File: src/rtl/serial_comp_pkg.sv
// serial_comp_pkg: FSM states and result codes shared by the serial comparator.
package serial_comp_pkg;
    typedef enum logic [1:0] {IDLE, RUN, DONE} state_t;
    localparam logic [1:0] RES_EQ = 2'd0;
    localparam logic [1:0] RES_GR = 2'd1;
    localparam logic [1:0] RES_LT = 2'd2;
endpackage

File: src/rtl/serial_comp_fsm_bit_cmp_cell.sv
// bit_cmp_cell: combinational single-bit magnitude compare.
module bit_cmp_cell (
    input  logic a_bit,
    input  logic b_bit,
    output logic bit_eq,
    output logic bit_gr,
    output logic bit_lt
);
    assign bit_eq = a_bit == b_bit;
    assign bit_gr = a_bit & ~b_bit;
    assign bit_lt = ~a_bit & b_bit;
endmodule

File: src/rtl/serial_comp_fsm.sv
// serial_comp_fsm: MSB-first bit-serial unsigned comparator; SERIAL_COMP_EARLY_EXIT_EN stops at the first differing bit.
module serial_comp_fsm
    import serial_comp_pkg::*;
#(
    parameter int WIDTH = 8
) (
    input  logic             clk,
    input  logic             rst_n,
    input  logic             in_valid,
    output logic             in_ready,
    input  logic [WIDTH-1:0] a,
    input  logic [WIDTH-1:0] b,
    output logic             out_valid,
    input  logic             out_ready,
    output logic             eq,
    output logic             gr,
    output logic             less
);
    localparam int CW = $clog2(WIDTH + 1);
    state_t state, state_nx;
    logic [WIDTH-1:0] sa, sb;
    logic [CW-1:0] cnt;
    logic [1:0] res;
    logic bit_eq, bit_gr, bit_lt, accept, first_diff, stop;
    bit_cmp_cell u_cell (
        .a_bit (sa[WIDTH-1]),
        .b_bit (sb[WIDTH-1]),
        .bit_eq(bit_eq),
        .bit_gr(bit_gr),
        .bit_lt(bit_lt)
    );
    assign accept     = in_valid && in_ready;
    assign first_diff = (res == RES_EQ) && !bit_eq;
`ifdef SERIAL_COMP_EARLY_EXIT_EN
    assign stop = (cnt == CW'(1)) || first_diff;
`else
    assign stop = cnt == CW'(1);
`endif
    always_ff @(posedge clk) begin
        if (!rst_n) state <= IDLE;
        else        state <= state_nx;
    end
    always_comb begin
        in_ready  = state == IDLE;
        out_valid = state == DONE;
        state_nx  = state == IDLE ? (in_valid ? RUN : IDLE)
                  : state == RUN  ? (stop ? DONE : RUN)
                  : (out_ready ? IDLE : DONE);
        eq        = out_valid && res == RES_EQ;
        gr        = out_valid && res == RES_GR;
        less      = out_valid && res == RES_LT;
    end
    // Operands shift left so the cell always sees the current MSB-first pair.
    always_ff @(posedge clk) begin
        if (!rst_n) begin
            sa  <= '0;
            sb  <= '0;
            cnt <= '0;
            res <= RES_EQ;
        end else if (accept) begin
            sa  <= a;
            sb  <= b;
            cnt <= CW'(WIDTH);
            res <= RES_EQ;
        end else if (state == RUN) begin
            sa  <= sa << 1;
            sb  <= sb << 1;
            cnt <= cnt == '0 ? '0 : cnt - CW'(1);
            if (first_diff) res <= bit_gr ? RES_GR : RES_LT;
        end
    end
endmodule

File: config.mk
export PLATFORM = sky130hd
export DESIGN_NAME = serial_comp_fsm
export DESIGN_NICKNAME = d
export VERILOG_FILES = /design/src/rtl/serial_comp_pkg.sv /design/src/rtl/serial_comp_fsm_bit_cmp_cell.sv /design/src/rtl/serial_comp_fsm.sv
export SDC_FILE = /design/constraint.sdc
export NUM_CORES = 1
export LEC_CHECK = 0
export ABC_AREA = 1
export CAP_MARGIN = 20
export CORE_ASPECT_RATIO = 2
export CORE_MARGIN = 8
export CORE_UTILIZATION = 30
export DETAILED_ROUTE_END_ITERATION = 12
export PLACE_DENSITY = 0.54
export SLEW_MARGIN = 20
export SYNTH_ARGS = -nofsm -noshare
export SYNTH_HDL_FRONTEND = slang
export SYNTH_HIERARCHICAL = 1
export SYNTH_SLANG_ARGS = --single-unit
File: constraint.sdc
create_clock -name clk -period 2.68 [get_ports clk]
set_clock_uncertainty 0.2 [all_clocks]
set_input_delay 0.268 -clock clk [delete_from_list [all_inputs] [get_ports clk]]
set_output_delay 0.268 -clock clk [all_outputs]
set_load 0.03 [all_outputs]
==> results of run 1 <==
tightest hold or removal path, delay by kind of cell (launching register included):
kind            cells  cell delay, ns
compound gates      1            0.05
flops               1            0.32
simple gates        1            0.06
routing by layer:
metal	vias up	part of all wire, %	track usage (%)
met3	4	3.4	1.923
met2	18	54	17.73
met5	-	0	0
met4	0	2.2	5.323
met1	490	40	9.873
li1	531	-	-
power groups by stage:
stage	registers [mW]	logic, mW	clock network (mW)
2_1_floorplan	0.405	0.107	0
3_3_place_gp	0.408	0.168	0
3_5_place_dp	0.409	0.169	0
4_1_cts	0.401	0.169	0.250
5_1_grt	0.405	0.187	0.271
6_report	0.400	0.165	0.244
path summary, 6_finish.rpt:
check	depth (start not counted)	endpoint	from	slack, ns
max reg2reg	3	sa[5]	state[0]	1.18
max	5	gr	state[1]	0.39
min reg2reg	2	sb[0]	sb[0]	0.27
min	2	sb[0]	sb[0]	0.27
area by class of cell:
type	count	area (µm²)	share of cell area, %
multi-input combinational	100	493.0	35.72
timing repair buffer	26	255.2	18.50
clock buffer	4	55.05	3.989
sequential	24	480.5	34.81
inverter	15	56.30	4.080
tap	32	40.04	2.901
kinds of logic (layout without fill, tap and decap cells):
| logic type | after synthesis | after routing | share of synthesized area (%) |
|---|---|---|---|
| AO/OA/AOI/OAI | 27 | 27 | 14.72 |
| adder cells (fa/ha/maj) | 2 | 2 | 2.355 |
| buffers and inverters | 21 | 45 | 8.362 |
| flip-flops | 24 | 24 | 45.23 |
| AND/OR/NAND/NOR | 71 | 71 | 29.33 |
stage by stage:
step | total power, mW | area [µm²] | std cells | setup slack, ns
global placement | 0.5758 | 1325 | 197 | 0.7123
floorplan | 0.5121 | 1062 | 145 | 0.4670
finish | 0.8098 | 1380 | 201 | 0.3907
global route | 0.8620 | 1380 | 201 | 0.2391
detailed placement | 0.5775 | 1325 | 197 | 0.6627
CTS | 0.8198 | 1380 | 201 | 0.3638
cells in the final DEF (no fill, tap or decap):
master,instances
nand2_1,42
dfxtp_1,24
clkdlybuf4s50_1,24
nand3_1,14
a31oi_1,14
inv_1,13
a21oi_1,9
nor2_1,5
nand4_1,4
clkbuf_8,4
nor3_1,3
o21ai_0,3
buf_4,2
ha_1,2
nor2_2,1
o21ai_2,1
inv_2,1
nor2_4,1
clkinv_1,1
nand3b_1,1
flip-flops by register name (all words and copies together), names as in the netlist:
signal / count
sa: 8
res: 2
sb: 8
state: 2
cnt: 4
==> results.md, run 1 <==
* Outcome: finished, final reports clean
* TritonCTS buffer count at 3
* Clk Latency, worst-skew pair at 0.26 ns
* TritonRoute pass-1 iters at 4
* Via count at 1,043
* Antenna violations before repair at 0
* RSZ-0062 raised after global routing: false
* Initial DRC count at 32
* Fill cell count at 354
* Sequential power share at 49.4%
* Final Setup Violations at 0
* Top cell type's share of synthesized area at 45.23%
* Global route total overflow at 0
* Final Hold Vio Count at 0
* Starting Density at 31.44%
* Routed WL at 2591 µm
* Clk pwr share at 30.2%
* Post-synth EDFFs at 0
* Max frequency at 0.4368 GHz
* Synth area leaders: dfxtp_1 (45%), nand2_1 (15%), a31oi_1 (8.2%)
* Worst hold margin at 0.2707 ns
* Site Rows at 30
* Avg Cell Area, Syn at 7.326 µm²
* Ports at 25
* Worst path max stage delay at 0.70 ns
* Clock sink count at 24
* Post-CTS sizing at 0
* Setup_tns at 0 ns
* Yosys warns at 6
* Root Buffer: clkbuf_8
* First-pass GRT wire length at 4443 µm
* CTS tree: done
* Seq/Total Area, Yosys at 45.23%
* Crit Path Class: reg2out
* Synth Instances at 145
* Cell chain of the critical path: inv_1, nor2_1, inv_1, nor3_1, clkdlybuf4s50_1
* Area leader, netlist: dfxtp_1
* Internal at 583.8 µW
* Post-CTS setup repair buffer count at 0
* PwrDens at 586.8 nW/µm²
* N_diodes at 0
* Top delay family on crit path: buffers and inverters
* Crit path capture type: output pin
* Max-slew violation count at 0
* # hold bufs at CTS at 0
* Worst setup SP type: flop
* Post-synthesis register bit count at 24
* Most used cell, CP: inv_1
* WP data arrival at 1.82 ns
* Die H at 100.2 µm
* Sw frac at 27.91%
* Transition time of the tightest slew-check pin at 0.6694 ns
* Core ar. at 3378 µm²
* WP data required at 2.21 ns
* Logic pwr share at 20.4%
* Synth Net Count at 167
* Ys async rst share at 0%
* Die area at 5816 µm²
* Layout cell share with drive strength beyond 1 at 5.917%
* Post-Route Utilization at 40.85%
* Gpl congestion at 0.7720
* Main synth FF type: dfxtp_1
* Overall die width at 58.08 µm
* HP Class: reg2reg
* Slowest-stage cell, CP: clkdlybuf4s50_1
* Vias in the first global route at 1,039
* All-layer global routing usage at 9.749%
* Largest net degree at the start of global routing at 19
* Max_slew headroom at 55.37%
* CP max FO at 4
* Max cap viols at 0
* DR WL/cell at 12.89 µm
* H-tree depth at 1
* Fin crit period at 2.289 ns
* Top-count cell post-synth: nand2_1
* Clock transition at the registers of the reported paths at 0.09 ns
* Sw Pwr at 226.0 µW
* Routed vias/inst at 5.189
* Area growth, synth to finish at 29.92%
* Static leakage at 0.4891 nW
* Final net count at 192
* Synth Cell Area at 1062 µm²
* Worst VDD drop at 0.3673 mV
* DR DRC count at 0
* Post-DP HPWL at 2028 µm
* Period utilization at 85.42%
* I/O Buffers at 24
* Clock Path Buffers at 2
* Synth cell types at 20
* Synth cell count leaders: nand2_1 (42), dfxtp_1 (24), a31oi_1 (14), nand3_1 (14), inv_1 (13)
* Buf/Inv on CP at 3
* Final ANT Viol Nets at 0
No activity file was read; power rests on OpenSTA's default activity.
==> run 2: changes to the inputs <==
--- a/config.mk
+++ b/config.mk
@@ -15,5 +15,4 @@
 export SLEW_MARGIN = 20
 export SYNTH_ARGS = -nofsm -noshare
 export SYNTH_HDL_FRONTEND = slang
-export SYNTH_HIERARCHICAL = 1
 export SYNTH_SLANG_ARGS = --single-unit
==> run 2 against run 1 <==
Effect of this change: critical path depth is the same; design area is the same; clock power grew 30%; via count shrank 2.6%; fmax shrank 0.79%; first-iteration DRC count grew 3.1%; synthesized cell count shrank 1.4%; register-to-register slack lost 0.03 ns; clock-buffer cell count shrank 1; largest cell class is now sequential cells.
==> results.md, run 2 <==
* Outcome: finished, final reports clean
* Die H at 99.51 µm (-0.64%)
* Synth Instances at 143 (-1.4%)
* Most used cell, CP: inv_1
* Area of the multi-input gates at 480.5 µm² (-2.5%)
* Max_slew headroom at 55.62% (+0.25 points)
* CP startpoint: state[1]
* Top-count cell post-synth: nand2_1
* Post-synth EDFFs at 0 (unchanged)
* Worst flop-to-flop path startpoint: state[0]
* Post-CTS setup repair buffer count at 0 (unchanged)
* Power Total at 882.7 µW (+9.0%)
* Clock transition at the registers of the reported paths at 0.09 ns (about the same)
* Most frequent cells in the layout: nand2_1 (42), dfxtp_1 (24), clkdlybuf4s50_1 (24)
* TritonRoute pass-1 iters at 4 (unchanged)
* Worst setup SP type: flop
* # hold bufs at CTS at 0 (unchanged)
* Synth Net Count at 164 (-1.8%)
* Worst path max stage delay at 0.70 ns (about the same)
* Worst VDD drop at 0.3203 mV (-13%)
* HP Class: reg2reg
* Setup_tns at 0 ns (unchanged)
* Final ANT Viol Nets at 0 (unchanged)
* Synth cell count leaders: nand2_1 (42), dfxtp_1 (24), a31oi_1 (14), nand3_1 (14), inv_1 (12)
* Commonest non-fill, non-tap cell in the layout: nand2_1
* All-layer global routing usage at 9.832% (+0.083 points)
* Slowest-stage cell, CP: clkdlybuf4s50_1
* Final Setup Violations at 0 (unchanged)
* Overall die width at 57.76 µm (-0.55%)
* DR WL/cell at 12.82 µm (-0.52%)
* Post-DP HPWL at 1947 µm (-4.0%)
* Fill cell count at 377 (+6.5%)
* Root Buffer: clkbuf_8
* Routed vias/inst at 5.106 (-1.6%)
* Area growth, synth to finish at 31.94%
* Area leader, netlist: dfxtp_1
* Final Hold Vio Count at 0 (unchanged)
* Transition time of the tightest slew-check pin at 0.6656 ns (-0.003804 ns)
* Global route total overflow at 0 (unchanged)
* Ports at 25 (unchanged)
* Main synth FF type: dfxtp_1
* Crit path capture type: output pin
* Post-synthesis register bit count at 24 (unchanged)
* Fin crit period at 2.307 ns (+0.01814 ns)
* Final net count at 189 (-1.6%)
* H-tree depth at 1 (unchanged)
* Synth Cell Area at 1046 µm² (-1.5%)
* Max cap viols at 0 (unchanged)
* HP Start: sb[0]
* Initial DRC count at 33 (+3.1%)
* Routed WL at 2552 µm (-1.5%)
* WP data required at 2.21 ns (about the same)
* Clock Path Buffers at 2 (unchanged)
* Top cell type's share of synthesized area at 45.93% (+0.70 points)
* Synth area leaders: dfxtp_1 (46%), nand2_1 (15%), a31oi_1 (8.4%)
* Largest net degree at the start of global routing at 19 (unchanged)
* PwrDens at 639.6 nW/µm² (+9.0%)
* Top flop regs: sa x8, sb x8, cnt x4
* Antenna violations before repair at 0 (unchanged)
* Max frequency at 0.4334 GHz (-0.79%)
* First-pass GRT wire length at 4498 µm (+1.2%)
* RSZ-0062 raised after global routing: false
* CTS tree: done
* N_diodes at 0 (unchanged)
* CP max FO at 4 (unchanged)
* Period utilization at 86.10% (+0.68 points)
* Ys async rst share at 0% (unchanged)
* Layout cell share with drive strength beyond 1 at 5.988% (+0.071 points)
* I/O Buffers at 24 (unchanged)
* Synth cell types at 20 (unchanged)
* Max-slew violation count at 0 (unchanged)
* Post-CTS sizing at 0 (unchanged)
* Clk Latency, worst-skew pair at 0.27 ns (about the same)
* Vias in the first global route at 1,020 (-1.8%)
* Starting Density at 30.96% (-0.48 points)
* Gpl congestion at 0.7325 (-5.1%)
* Core ar. at 3378 µm² (unchanged)
* Crit Path Class: reg2out
* DR DRC count at 0 (unchanged)
* Yosys warns at 0 (-6)
* Clock sink count at 24 (unchanged)
* Avg Cell Area, Syn at 7.315 µm² (-0.15%)
* WP data arrival at 1.84 ns (+0.02 ns)
* Via count at 1,016 (-2.6%)
* TritonCTS buffer count at 3 (unchanged)
* Static leakage at 0.4875 nW (-0.32%)
* Seq/Total Area, Yosys at 45.93% (+0.70 points)
* Die area at 5747 µm² (-1.2%)
* Cell chain of the critical path: inv_1, nor2_1, inv_1, nor3_1, clkdlybuf4s50_1
* Site Rows at 30 (unchanged)
* Reg area at 480.5 µm² (unchanged)
[run 2: cell types whose count changed in the layout (fill, tap and decap cells not counted)]
| cell | previous run | this run |
|---|---|---|
| clkbuf_8 | 4 | 3 |
| bufinv_16 | 0 | 1 |
| inv_1 | 13 | 12 |
| ha_1 | 2 | 1 |
[run 2: layer usage]
metal  vias up  GRT usage [%]  wire length [µm]
met5         -              0                 0
met3         5          2.199               109
met4         0          3.992                46
met2        18          18.09              1346
met1       465          10.20              1050
li1        528              -                 -
[run 2: worst paths after layout]
path / slack, ns / cells past startpoint / to
setup / recovery: 0.37 / 5 / eq
hold / removal: 0.27 / 2 / sb[0]
setup reg to reg: 1.15 / 4 / state[0]
hold reg to reg: 0.27 / 2 / sb[0]
[run 2: worst max-delay path, delay by kind of cell, from the launching register on]
| kind | cells | cell delay, ns |
|---|---|---|
| flops | 1 | 0.41 |
| simple gates | 2 | 0.26 |
| buf+inv | 3 | 0.89 |
[run 2: per-stage QoR]
stage	worst slack (ns)	area, µm²	hold slack (ns)	cells	util, %
detailed placement	0.6661	1309	0.2559	195	38.74
global placement	0.7128	1309	0.2573	195	38.74
floorplan	0.4670	1046	0.1899	143	-
global route	0.1706	1380	0.2846	199	40.85
finish	0.3726	1380	0.2700	199	40.85
CTS	0.3609	1380	0.2700	199	40.85
[run 2: power by group]
| group | switching, mW | internal [mW] | leakage, nW |
|---|---|---|---|
| registers | 0.0171 | 0.383 | 0.196 |
| clock network | 0.118 | 0.200 | 0.0357 |
| logic | 0.0947 | 0.0697 | 0.255 |
| total | 0.230 | 0.652 | 0.488 |
[run 2: cell type report]
type                            count  share of cell area, %
Clock buffer                        3                  2.992
Inverter                           14                  3.808
Timing Repair Buffer               26                  18.50
Multi-Input combinational cell     99                  34.81
Tap cell                           32                  2.901
Clock inverter                      1                  2.176
Sequential cell                    24                  34.81
[run 2: logic make-up after synthesis]
group | count (synthesis) | synth area share, %
and+or+nand+nor | 71 | 29.78
AOI/OAI and AO/OA | 27 | 14.95
DFF | 24 | 45.93
buffers and inverters | 20 | 8.133
adders and majority gates | 1 | 1.196
==> run 3: changes to the inputs <==
--- a/config.mk
+++ b/config.mk
@@ -11,6 +11,8 @@
 export CORE_MARGIN = 8
 export CORE_UTILIZATION = 30
 export DETAILED_ROUTE_END_ITERATION = 12
+export GPL_ROUTABILITY_DRIVEN = 1
+export HOLD_SLACK_MARGIN = 0.1
 export PLACE_DENSITY = 0.54
 export SLEW_MARGIN = 20
 export SYNTH_ARGS = -nofsm -noshare
==> results of run 3 <==
Final layout, timing and power as in run 2 (identical DEF).
